**config.mk**
```make
export PLATFORM = sky130hd
export DESIGN_NAME = tx_packet_scheduler
export DESIGN_NICKNAME = d
export VERILOG_FILES = /design/src/rtl/tx_packet_scheduler.sv
export SDC_FILE = /design/constraint.sdc
export NUM_CORES = 1
export LEC_CHECK = 0
export CAP_MARGIN = 20
export CELL_PAD_IN_SITES_DETAIL_PLACEMENT = 1
export CELL_PAD_IN_SITES_GLOBAL_PLACEMENT = 1
export CORE_MARGIN = 2
export CORE_UTILIZATION = 35
export DETAILED_ROUTE_END_ITERATION = 8
export GPL_ROUTABILITY_DRIVEN = 0
export PLACE_DENSITY = 0.83
export SYNTH_ARGS = -nofsm -noshare
export SYNTH_HDL_FRONTEND = slang
export SYNTH_SLANG_ARGS = --single-unit
```
**constraint.sdc**
```tcl
create_clock -name clk -period 2.05 [get_ports clk]
set_clock_uncertainty 0.15 [all_clocks]
set_input_delay 0.3075 -clock clk [delete_from_list [all_inputs] [get_ports clk]]
set_output_delay 0.3075 -clock clk [all_outputs]
set_load 0.05 [all_outputs]
```
**src/rtl/tx_packet_scheduler.sv**
```systemverilog
// Arbitrates host commands and RX auto-handshakes onto the shared USB TX engine and sequences each packet.
// Optional build macro TX_SCHED_RETRY_EN re-issues failed DATA packets up to MAX_RETRY extra times.
module tx_packet_scheduler #(
    parameter int START_TIMEOUT = 16,
    parameter int MAX_RETRY     = 3
) (
    input  logic       clk,
    input  logic       rst,
    input  logic       host_req,
    input  logic [2:0] host_cmd,
    input  logic       auto_req,
    input  logic       auto_type,
    input  logic [6:0] buffer_occupancy,
    input  logic       tx_transfer_active,
    input  logic       tx_error,
    output logic       tx_start,
    output logic [1:0] tx_packet,
    output logic       host_grant,
    output logic       auto_grant,
    output logic       clear_tx_control,
    output logic       busy,
    output logic       done,
    output logic [1:0] err_code
);

    localparam int TW = $clog2(START_TIMEOUT + 1);
    localparam logic [TW-1:0] TO_LAST = TW'(START_TIMEOUT - 1);

    localparam logic [2:0] S_IDLE        = 3'd0;
    localparam logic [2:0] S_ISSUE       = 3'd1;
    localparam logic [2:0] S_WAIT_ACTIVE = 3'd2;
    localparam logic [2:0] S_WAIT_DONE   = 3'd3;
    localparam logic [2:0] S_REPORT      = 3'd4;

    logic [2:0]    state;
    logic [1:0]    pkt_reg;
    logic          pkt_host;
    logic          last_auto;
    logic [TW-1:0] to_cnt;
    logic          err_flag;
    logic [1:0]    reason;
    logic [1:0]    err_code_q;

    logic          pick_host;
    logic          host_bad;
    logic [2:0]    cmd_m1;
    logic [1:0]    host_code;
    logic [1:0]    auto_code;
    logic [1:0]    rep_code;
    logic          retry_go;
    logic          first_attempt;

    // Both pending: auto wins unless it also won last time, so the host cannot starve.
    assign pick_host = host_req && (!auto_req || last_auto);
    assign host_bad  = (host_cmd == 3'd0) || (host_cmd > 3'd4) ||
                       ((host_cmd == 3'd1) && (buffer_occupancy == 7'd0));
    assign cmd_m1    = host_cmd - 3'd1;
    assign host_code = cmd_m1[1:0];
    assign auto_code = {auto_type, ~auto_type};
    assign rep_code  = err_flag ? 2'b11 : reason;

`ifdef TX_SCHED_RETRY_EN
    localparam int RW = (MAX_RETRY > 0) ? $clog2(MAX_RETRY + 1) : 1;
    localparam logic [RW-1:0] RETRY_MAX = RW'(MAX_RETRY);

    logic [RW-1:0] retry_cnt;

    assign retry_go = (state == S_REPORT) && (pkt_reg == 2'b00) &&
                      (err_flag || (reason == 2'b10)) && (retry_cnt < RETRY_MAX);
    assign first_attempt = (retry_cnt == '0);

    always_ff @(posedge clk or posedge rst) begin
        if (rst) begin
            retry_cnt <= '0;
        end else if (state == S_IDLE) begin
            retry_cnt <= '0;
        end else if (retry_go) begin
            retry_cnt <= retry_cnt + RW'(1);
        end
    end
`else
    logic unused_max_retry;

    assign unused_max_retry = ^MAX_RETRY;
    assign retry_go         = 1'b0;
    assign first_attempt    = 1'b1;
`endif

    always_ff @(posedge clk or posedge rst) begin
        if (rst) begin
            state      <= S_IDLE;
            pkt_reg    <= 2'b00;
            pkt_host   <= 1'b0;
            last_auto  <= 1'b0;
            to_cnt     <= '0;
            err_flag   <= 1'b0;
            reason     <= 2'b00;
            err_code_q <= 2'b00;
        end else begin
            case (state)
                S_IDLE: begin
                    if (host_req || auto_req) begin
                        pkt_host  <= pick_host;
                        last_auto <= ~pick_host;
                        err_flag  <= 1'b0;
                        if (pick_host && host_bad) begin
                            state   <= S_REPORT;
                            reason  <= 2'b01;
                            pkt_reg <= 2'b00;
                        end else begin
                            state   <= S_ISSUE;
                            reason  <= 2'b00;
                            pkt_reg <= pick_host ? host_code : auto_code;
                        end
                    end
                end
                S_ISSUE: begin
                    to_cnt   <= '0;
                    err_flag <= 1'b0;
                    reason   <= 2'b00;
                    state    <= S_WAIT_ACTIVE;
                end
                S_WAIT_ACTIVE: begin
                    if (tx_error) begin
                        err_flag <= 1'b1;
                    end
                    to_cnt <= to_cnt + TW'(1);
                    // A start seen on the last allowed cycle still counts as a start.
                    if (tx_transfer_active) begin
                        state <= S_WAIT_DONE;
                    end else if (to_cnt == TO_LAST) begin
                        state  <= S_REPORT;
                        reason <= 2'b10;
                    end
                end
                S_WAIT_DONE: begin
                    if (tx_error) begin
                        err_flag <= 1'b1;
                    end
                    if (!tx_transfer_active) begin
                        state <= S_REPORT;
                    end
                end
                S_REPORT: begin
                    if (retry_go) begin
                        state <= S_ISSUE;
                    end else begin
                        err_code_q <= rep_code;
                        state      <= S_IDLE;
                    end
                end
                default: begin
                    state <= S_IDLE;
                end
            endcase
        end
    end

    assign busy             = (state != S_IDLE);
    assign tx_start         = (state == S_ISSUE);
    assign tx_packet        = ((state == S_ISSUE) || (state == S_WAIT_ACTIVE) ||
                               (state == S_WAIT_DONE)) ? pkt_reg : 2'b00;
    // Rejected host commands are acknowledged in REPORT since they never reach ISSUE.
    assign host_grant       = ((state == S_ISSUE) && pkt_host && first_attempt) ||
                              ((state == S_REPORT) && (reason == 2'b01));
    assign auto_grant       = (state == S_ISSUE) && !pkt_host && first_attempt;
    assign clear_tx_control = host_grant;
    assign done             = (state == S_REPORT) && !retry_go;
    assign err_code         = done ? rep_code : err_code_q;

endmodule

```
==> flow_summary.ini, run 1 <==
[critical_path]
cp.arrival_ns = 1.52
path_max_fanout = 6
worst_ep_required_time_ns = 1.59
end_kind = output pin
timing.setup.critical_path_class = reg -> out
timing.rr.start = to_cnt[1]
crit_path_start = state[1]
critPathLaunchType = flop

[layout]
insertedDiodeCount = 0
area.growth.synth_to_final_pct = 51.2
flip_flop_count_of_the_largest_register_after_layout = 5
fin_nets = 166
final_cells = 175
registers.top_by_ff_count = to_cnt
final_util = 0.553
fillerInstances = 320
top_regs = to_cnt x5, state x3
drive_above_1_share = 0.285

[sta]
final_max_slew_viol_count = 0
timing.final.hold_violations = 0
timing.final.ws_setup_ns = 0.0766
final-setup-viol-count = 0
slew_headroom = 0.553
max_slew.worst_pin.slew_ns = 0.670
max_freq_mhz = 507
unrepaired_setup_endpoints_after_global_routing = no
fin_setup_tns_ns = 0
period_needed_ns = 1.97
timing.final.crit_share = 0.963

[die]
row_cnt = 19
floorplan.die_area_um2 = 3330
design.core.area_um2 = 2760
num_io_pins = 27
starting_density_of_the_core = 0.366
die_h_um = 57.7
floorplan.die.width_um = 57.7

[synth]
synth-seq-cells = 17
avgSynthCellArea_um2 = 9.34
synth_seq_area_share = 0.422
synthArstFlopShare = 1.00
synth_cell_type_count = 37
ys.flop_type = sky130_fd_sc_hd__dfrtp_1
synthesis.instances = 108
synth-warning-count = 0
synth.net_count = 129
synthesis.area_um2 = 1010
synth_edf_count = 0

[placement]
hpwl_um = 2350
pre_cts_ws_ns = -0.115
io_port_bufs = 26
dp_cells = 165

[clocking]
cts_buffers = 3
ctsLongestPathBuffers = 2
clock-sinks = 17
cts_htree_levels = 1
cts_tree = built
cts_root_buffer = sky130_fd_sc_hd__clkbuf_4
clk_latency_ns = 0.29
cts.clk_slew.worst_paths_ns = 0.10

[grt]
track_usage = 0.196
pin_count_of_the_biggest_net_entering_global_routing = 18
first_global_vias = 1042
grtUsageMet3 = 0.0268
grtUsageMet1 = 0.203
gr-usage-met2 = 0.386
wire_length_of_the_first_global_routing_pass_um = 4890
globalRoute.busiestLayer = met2
grt.overflow.total = 0
grt_antenna_before_repair = 0

[power_and_ir_drop]
vdd.ir_drop.worst_uv = 1230
power_uw = 2340
leakage_uw = 0.000661
power_density_nw_per_um2 = 1530

[flow_run]
number_of_max_cap_violations = 0

[drt]
drc = 0
routed_wl_um = 3080
final_antenna_net_count = 0
dr.pass1.iters = 4
drt-initial-drc-count = 28
avgViaCountPerCell = 5.74
wl_per_cell_um = 17.6
routed-via-count = 1004

[hold_path]
min-delay-path-class = in -> async

[run_status]
outcome = completed
==> kinds of logic (layout without fill, tap and decap cells) <==
kind of cell / count (synthesis) / count (layout) / share of synthesized area
AO/OA/AOI/OAI: 37 / 37 / 0.230
adder cells (fa/ha/maj): 4 / 4 / 0.0496
buffers and inverters: 15 / 51 / 0.0719
flip-flops: 17 / 17 / 0.422
multiplexers: 3 / 3 / 0.0310
AND/OR/NAND/NOR: 32 / 32 / 0.196
==> placed cells by master (no fill, tap or decap), types with 2 or more instances in the layout <==
master / count
sky130_fd_sc_hd__nand2_1: 10
sky130_fd_sc_hd__dfrtp_1: 15
sky130_fd_sc_hd__o21ai_0: 13
sky130_fd_sc_hd__ha_1: 4
sky130_fd_sc_hd__a21oi_2: 2
sky130_fd_sc_hd__a21oi_1: 5
sky130_fd_sc_hd__nor3b_1: 2
sky130_fd_sc_hd__buf_12: 10
sky130_fd_sc_hd__a22oi_1: 2
sky130_fd_sc_hd__a211oi_1: 3
sky130_fd_sc_hd__clkdlybuf4s50_1: 16
sky130_fd_sc_hd__nor3_4: 2
sky130_fd_sc_hd__dfrtp_2: 2
sky130_fd_sc_hd__clkbuf_4: 3
sky130_fd_sc_hd__mux2i_1: 2
sky130_fd_sc_hd__inv_2: 3
sky130_fd_sc_hd__and3_1: 2
sky130_fd_sc_hd__buf_4: 11
sky130_fd_sc_hd__nor2_1: 7
sky130_fd_sc_hd__inv_1: 7
sky130_fd_sc_hd__o21ai_1: 2
==> area by class of cell <==
class	instances	area (µm²)	area share
repair buffers	37	443	0.290
flip-flops and latches	17	428	0.281
well taps	31	38.8	0.0254
multi-input cells	76	552	0.362
clock buffers	4	26.3	0.0172
inverters	10	37.5	0.0246
==> layer usage <==
layer / share of wire / routed length (µm)
met3: 0.042 / 128
met5: 0 / 0
met1: 0.37 / 1140
met2: 0.57 / 1770
met4: 0.016 / 48
==> synthesized netlist by cell type (2+ instances only) <==
cell | count | area [µm²]
sky130_fd_sc_hd__o21ai_0 | 13 | 65.1
sky130_fd_sc_hd__nor3b_1 | 2 | 15.0
sky130_fd_sc_hd__inv_1 | 9 | 33.8
sky130_fd_sc_hd__and3_1 | 2 | 12.5
sky130_fd_sc_hd__ha_1 | 4 | 50.1
sky130_fd_sc_hd__dfrtp_1 | 17 | 425
sky130_fd_sc_hd__nor3_4 | 2 | 32.5
sky130_fd_sc_hd__buf_4 | 2 | 15.0
sky130_fd_sc_hd__nor2_1 | 8 | 30.0
sky130_fd_sc_hd__o21ai_1 | 2 | 10.0
sky130_fd_sc_hd__a32o_1 | 2 | 20.0
sky130_fd_sc_hd__a211oi_1 | 3 | 22.5
sky130_fd_sc_hd__nand2_1 | 10 | 37.5
sky130_fd_sc_hd__mux2i_1 | 2 | 20.0
sky130_fd_sc_hd__a22oi_1 | 2 | 15.0
sky130_fd_sc_hd__a21oi_1 | 7 | 35.0
==> path summary, 6_finish.rpt <==
path                              endpoint  depth (start not counted)  slack [ns]
worst max-delay path            host_grant                          3        0.08
max in group asynchronous         state[0]                          2        1.03
worst max register to register   reason[1]                          7        0.13
worst min-delay path             to_cnt[2]                          2        0.25
min in group clk                 last_auto                          1        0.35
worst min register to register   last_auto                          1        0.35
==> critical path, cell delays in order, from the launching register on <==
cell,delay (ns)
sky130_fd_sc_hd__dfrtp_2,0.48
sky130_fd_sc_hd__nor3_4,0.28
sky130_fd_sc_hd__a32o_2,0.30
sky130_fd_sc_hd__buf_12,0.15
==> stage by stage <==
step	hold WS (ns)	cell area (µm²)
floorplan	0.0836	1040
global placement	0.313	1440
detailed placement	0.335	1440
CTS	0.278	1500
global route	0.312	1530
finish	0.249	1530
==> power breakdown <==
group          internal [µW]  total (µW)  switching [µW]
Combinational            667        1490             827
Sequential               490         662             172
Clock                   75.8         184             108
==> timing repair <==
action                                  4_1_cts  5_1_grt
hold buffers                                  0        0
endpoints found under the setup margin        7        6
buffers inserted                              5        1
resized for setup                             2        3
pin swaps                                     1        2
(Power assumes the default switching activity.)
==> run 2: changes to the inputs <==
CTS_BUF_LIST = sky130_fd_sc_hd__clkbuf_16   (was unset)
SKIP_LAST_GASP = 1   (was unset)
==> run 2 against run 1 <==
Against the previous run:
- register-to-register slack worse by 0.02 ns
- non-clock buffer count down 4
- critical path type unchanged
- core utilization up 0.45 points
==> flow_summary.ini, run 2 (same netlist as run 1, synthesis figures left out) <==
[run_status]
outcome = completed

[layout]
fillerInstances = 318
drive_above_1_share = 0.250
top_regs = to_cnt x5, state x3
insertedDiodeCount = 0
area.growth.synth_to_final_pct = 52.5
post-route-cell-area_um2 = 1540
final_cells = 171
flip_flop_count_of_the_largest_register_after_layout = 5
fin_nets = 162
registers.top_by_ff_count = to_cnt
mostFrequentLayoutCells = 16 x sky130_fd_sc_hd__dfrtp_1, 16 x sky130_fd_sc_hd__clkdlybuf4s50_1, 13 x sky130_fd_sc_hd__o21ai_0, 10 x sky130_fd_sc_hd__nand2_1, 10 x sky130_fd_sc_hd__buf_12
final_util = 0.558

[sta]
final-setup-viol-count = 0
max_freq_mhz = 503
final_max_slew_viol_count = 0
timing.final.crit_share = 0.970
timing.final.hold_violations = 0
unrepaired_setup_endpoints_after_global_routing = yes
timing.final.ws_setup_ns = 0.0616
period_needed_ns = 1.99
slew_headroom = 0.555
max_slew.worst_pin.slew_ns = 0.667

[placement]
pre_cts_ws_ns = -0.115
io_port_bufs = 26
hpwl_um = 2350
postPlaceCellArea_um2 = 1440
dp_cells = 165

[drt]
final_antenna_net_count = 0
routed_wl_um = 3020
drc = 0
drt-initial-drc-count = 17
avgViaCountPerCell = 5.62
met3RoutedLength_um = 132
topRoutingLayerUsed = met4
detailroute.wirelength.met2_um = 1700
routed-via-count = 961
dr.pass1.iters = 4
wl_per_cell_um = 17.7
wl_met1_um = 1130

[critical_path]
end_kind = output pin
cp.arrival_ns = 1.53
timing.setup.critical_path_class = reg -> out
critPathLaunchType = flop
worst_ep_required_time_ns = 1.59
path_max_fanout = 7

[die]
design.core.area_um2 = 2760
num_io_pins = 27
row_cnt = 19
die_h_um = 57.7
floorplan.die_area_um2 = 3330
starting_density_of_the_core = 0.366
floorplan.die.width_um = 57.7

[grt]
grt.overflow.total = 0
pin_count_of_the_biggest_net_entering_global_routing = 18
grt_antenna_before_repair = 0
track_usage = 0.199
first_global_vias = 1019
wire_length_of_the_first_global_routing_pass_um = 4870

[power_and_ir_drop]
leakage_uw = 0.000666
vdd.ir_drop.worst_uv = 1280
power_density_nw_per_um2 = 1600
seq_power_share = 0.275
power.clock.fraction = 0.159
power.share.switching = 0.448
combPwrFrac = 0.566
internal_uw = 1360
power.net_switching_uw = 1100

[clocking]
cts.clk_slew.worst_paths_ns = 0.05
cts_tree = built
cts-hold-fix-buffers = 0
clock-sinks = 17
clk_latency_ns = 0.25
cts_htree_levels = 1
cts_buffers = 3
ctsLongestPathBuffers = 2
cts_root_buffer = sky130_fd_sc_hd__clkbuf_16

[flow_run]
number_of_max_cap_violations = 0

[hold_path]
min-delay-path-class = in -> async
==> run 2: through the flow <==
step           hold slack, ns  power (µW)  setup TNS [ns]
2_1_floorplan          0.0836        1470          -0.994
3_3_place_gp            0.313        1980               0
3_5_place_dp            0.335        2060          -0.339
4_1_cts                 0.336        2470               0
5_1_grt                 0.373        2600        -0.00478
6_report                0.302        2460               0
==> run 2: layout make-up <==
cell class                 count  area (µm²)  share of cell area
clock buffer                   3        75.1              0.0488
clock inverter                 1        3.75             0.00244
inverter                      10        37.5              0.0244
multi-input combinational     76         543               0.353
sequential                    17         427               0.277
tap                           31        38.8              0.0252
timing repair buffer          33         413               0.269
==> run 2: worst max-delay path, cell delays in order (launching register included) <==
cell and delay (ns):
sky130_fd_sc_hd__dfrtp_1 0.54, sky130_fd_sc_hd__nor2_1 0.14, sky130_fd_sc_hd__nor3b_1 0.40, sky130_fd_sc_hd__buf_12 0.20
==> run 2: what timing repair did <==
| item | in CTS | in global routing |
|---|---|---|
| pin swaps | 1 | 0 |
| setup buffers | 2 | 0 |
| setup endpoints to repair | 5 | 3 |
| resized for setup | 1 | 1 |
==> run 2: layer usage <==
metal | track usage | vias up
met5 | 0 | -
met4 | 0.0930 | 0
met3 | 0.0469 | 5
met2 | 0.380 | 25
met1 | 0.200 | 475
li1 | - | 456
==> run 2: power by group through the flow <==
stage          clock network (µW)  logic (µW)  registers, µW
5_1_grt                       415        1490            701
4_1_cts                       398        1400            674
6_report                      393        1390            677
3_5_place_dp                    0        1380            677
2_1_floorplan                   0         882            588
3_3_place_gp                    0        1310            664
==> run 2: path summary, 6_finish.rpt <==
kind                            startpoint      endpoint  slack, ns  cells past startpoint
worst max-delay path              state[0]  tx_packet[1]       0.06                      3
worst min-delay path                   rst     to_cnt[2]       0.30                      2
worst max register to register   to_cnt[0]     reason[1]       0.11                      7
worst min register to register   last_auto     last_auto       0.34                      1
max in group asynchronous              rst      state[1]       0.98                      2
min in group clk                 last_auto     last_auto       0.34                      1
==> run 3: changes to the inputs <==
--- a/config.mk
+++ b/config.mk
@@ -13,2 +13,3 @@
 export CTS_BUF_LIST = sky130_fd_sc_hd__clkbuf_16
+export CTS_CLUSTER_SIZE = 24
 export DETAILED_ROUTE_END_ITERATION = 8
--- a/constraint.sdc
+++ b/constraint.sdc
@@ -4,2 +4,2 @@
 set_output_delay 0.3075 -clock clk [all_outputs]
-set_load 0.05 [all_outputs]
+set_load 0.02 [all_outputs]
==> run 3 against run 2 <==
Against the previous run:
- flip-flop and latch count unchanged
- total power decreased by 17%
- via count increased by 0.62%
- register-to-register slack got worse by 0.03 ns
- core utilization decreased by 3.6 points
- combinational power decreased by 28%
- worst setup slack improved by 0.020 ns
- largest power group unchanged
==> flow_summary.ini, run 3 (same netlist as run 1, synthesis figures left out) <==
[run_status]
outcome = completed

[power_and_ir_drop]
leakage_uw = 0.000656
power.net_switching_uw = 861
power.share.switching = 0.423
internal_uw = 1180
combPwrFrac = 0.489
power.clock.fraction = 0.192
power_density_nw_per_um2 = 1420
seq_power_share = 0.319
power_uw = 2040
vdd.ir_drop.worst_uv = 809

[layout]
area.sequential_um2 = 428
fillerInstances = 340
area.growth.synth_to_final_pct = 42.7
fin_nets = 167
top_regs = to_cnt x5, state x3
mostFrequentLayoutCell = sky130_fd_sc_hd__clkdlybuf4s50_1
mostFrequentLayoutCells = 16 x sky130_fd_sc_hd__clkdlybuf4s50_1, 15 x sky130_fd_sc_hd__dfrtp_1, 13 x sky130_fd_sc_hd__o21ai_0, 12 x sky130_fd_sc_hd__buf_4
drive_above_1_share = 0.186
registers.top_by_ff_count = to_cnt
flip_flop_count_of_the_largest_register_after_layout = 5
multi_input_gate_area_in_the_final_layout_um2 = 526
insertedDiodeCount = 0

[critical_path]
path_max_fanout = 5
end_kind = flop
worst_ep_required_time_ns = 2.03
cp.arrival_ns = 1.95
timing.setup.critical_path_class = reg -> reg
critPathLaunchType = flop
timing.reg2reg.setup_slack_ns = 0.08
reg2regPathDepth = 7

[sta]
max_slew.worst_pin.slew_ns = 0.321
holdWs_ns = 0.224
timing.final.hold_violations = 0
final-setup-viol-count = 0
slew_headroom = 0.785
timing.final.crit_share = 0.960
unrepaired_setup_endpoints_after_global_routing = yes
final_max_slew_viol_count = 0
period_needed_ns = 1.97
max_freq_mhz = 508

[drt]
avgViaCountPerCell = 5.49
routed_wl_um = 2870
drc = 0
final_antenna_net_count = 0
wl_per_cell_um = 16.3
drt-initial-drc-count = 22
dr.pass1.iters = 4
routed-via-count = 967

[grt]
track_usage = 0.195
pin_count_of_the_biggest_net_entering_global_routing = 18
grt_antenna_before_repair = 0
first_global_vias = 1068
wire_length_of_the_first_global_routing_pass_um = 4930
grt.overflow.total = 0

[clocking]
cts_root_buffer = sky130_fd_sc_hd__clkbuf_16
ctsLongestPathBuffers = 2
cts_buffers = 3
clk_latency_ns = 0.25
clock-sinks = 17
cts_tree = built
cts_htree_levels = 1
cts.clk_slew.worst_paths_ns = 0.05

[die]
floorplan.die_area_um2 = 3330
floorplan.die.width_um = 57.7
die_h_um = 57.7
row_cnt = 19
starting_density_of_the_core = 0.366
design.core.area_um2 = 2760
num_io_pins = 27

[flow_run]
number_of_max_cap_violations = 0

[placement]
hpwl_um = 2180
io_port_bufs = 26

[hold_path]
min-delay-path-class = in -> async
-- run 3: final cells by class --
cell class                 count  area share
clock buffer                   3      0.0522
clock inverter                 1     0.00261
inverter                      10      0.0261
multi-input combinational     76       0.365
sequential                    17       0.297
tap                           31      0.0270
timing repair buffer          38       0.230
-- run 3: critical path, cell delays in order (launching register included) --
cell,delay [ns]
sky130_fd_sc_hd__dfrtp_1,0.42
sky130_fd_sc_hd__ha_1,0.22
sky130_fd_sc_hd__and3_1,0.21
sky130_fd_sc_hd__ha_1,0.21
sky130_fd_sc_hd__nor4bb_4,0.31
sky130_fd_sc_hd__a21oi_2,0.08
sky130_fd_sc_hd__o21ai_0,0.16
sky130_fd_sc_hd__o41ai_1,0.09
-- run 3: path summary, 6_finish.rpt --
path / start / end
max in group asynchronous: rst / state[1]
worst min register to register: last_auto / last_auto
worst max register to register: to_cnt[0] / reason[1]
worst max-delay path: to_cnt[0] / reason[1]
worst min-delay path: rst / pkt_host
min in group clk: last_auto / last_auto
-- run 3: repair_timing --
item / CTS / global route
resized for setup: 12 / 7
setup buffers: 1 / 0
gates cloned: 0 / 0
setup endpoints to repair: 10 / 6
hold buffers: 0 / 0
pin swaps: 1 / 0
-- run 3: metrics by stage --
step	std cells	setup slack [ns]	area [µm²]	TNS, ns	utilization
after CTS	176	-0.0593	1430	-0.0593	0.519
after global placement	171	0.0166	1360	0	0.491
after detailed placement	171	-0.0529	1360	-0.110	0.491
after floorplan	108	0.135	1010	0	-
final	176	0.0819	1440	0	0.522
after global routing	176	-0.0981	1440	-0.108	0.522
-- run 3: power groups by stage --
| stage | Clock, µW | Sequential [µW] | Combinational (µW) |
|---|---|---|---|
| final | 392 | 649 | 996 |
| after global routing | 417 | 677 | 1090 |
| after CTS | 395 | 642 | 998 |
| after detailed placement | 0 | 645 | 1040 |
| after global placement | 0 | 626 | 989 |
| after floorplan | 0 | 580 | 651 |
-- run 3: layer usage --
metal / up-vias / global-route usage / routed length, µm
li1: 467 / - / -
met4: 0 / 0.0897 / 66
met1: 464 / 0.214 / 1130
met5: - / 0 / 0
met2: 29 / 0.359 / 1540
met3: 7 / 0.0402 / 135
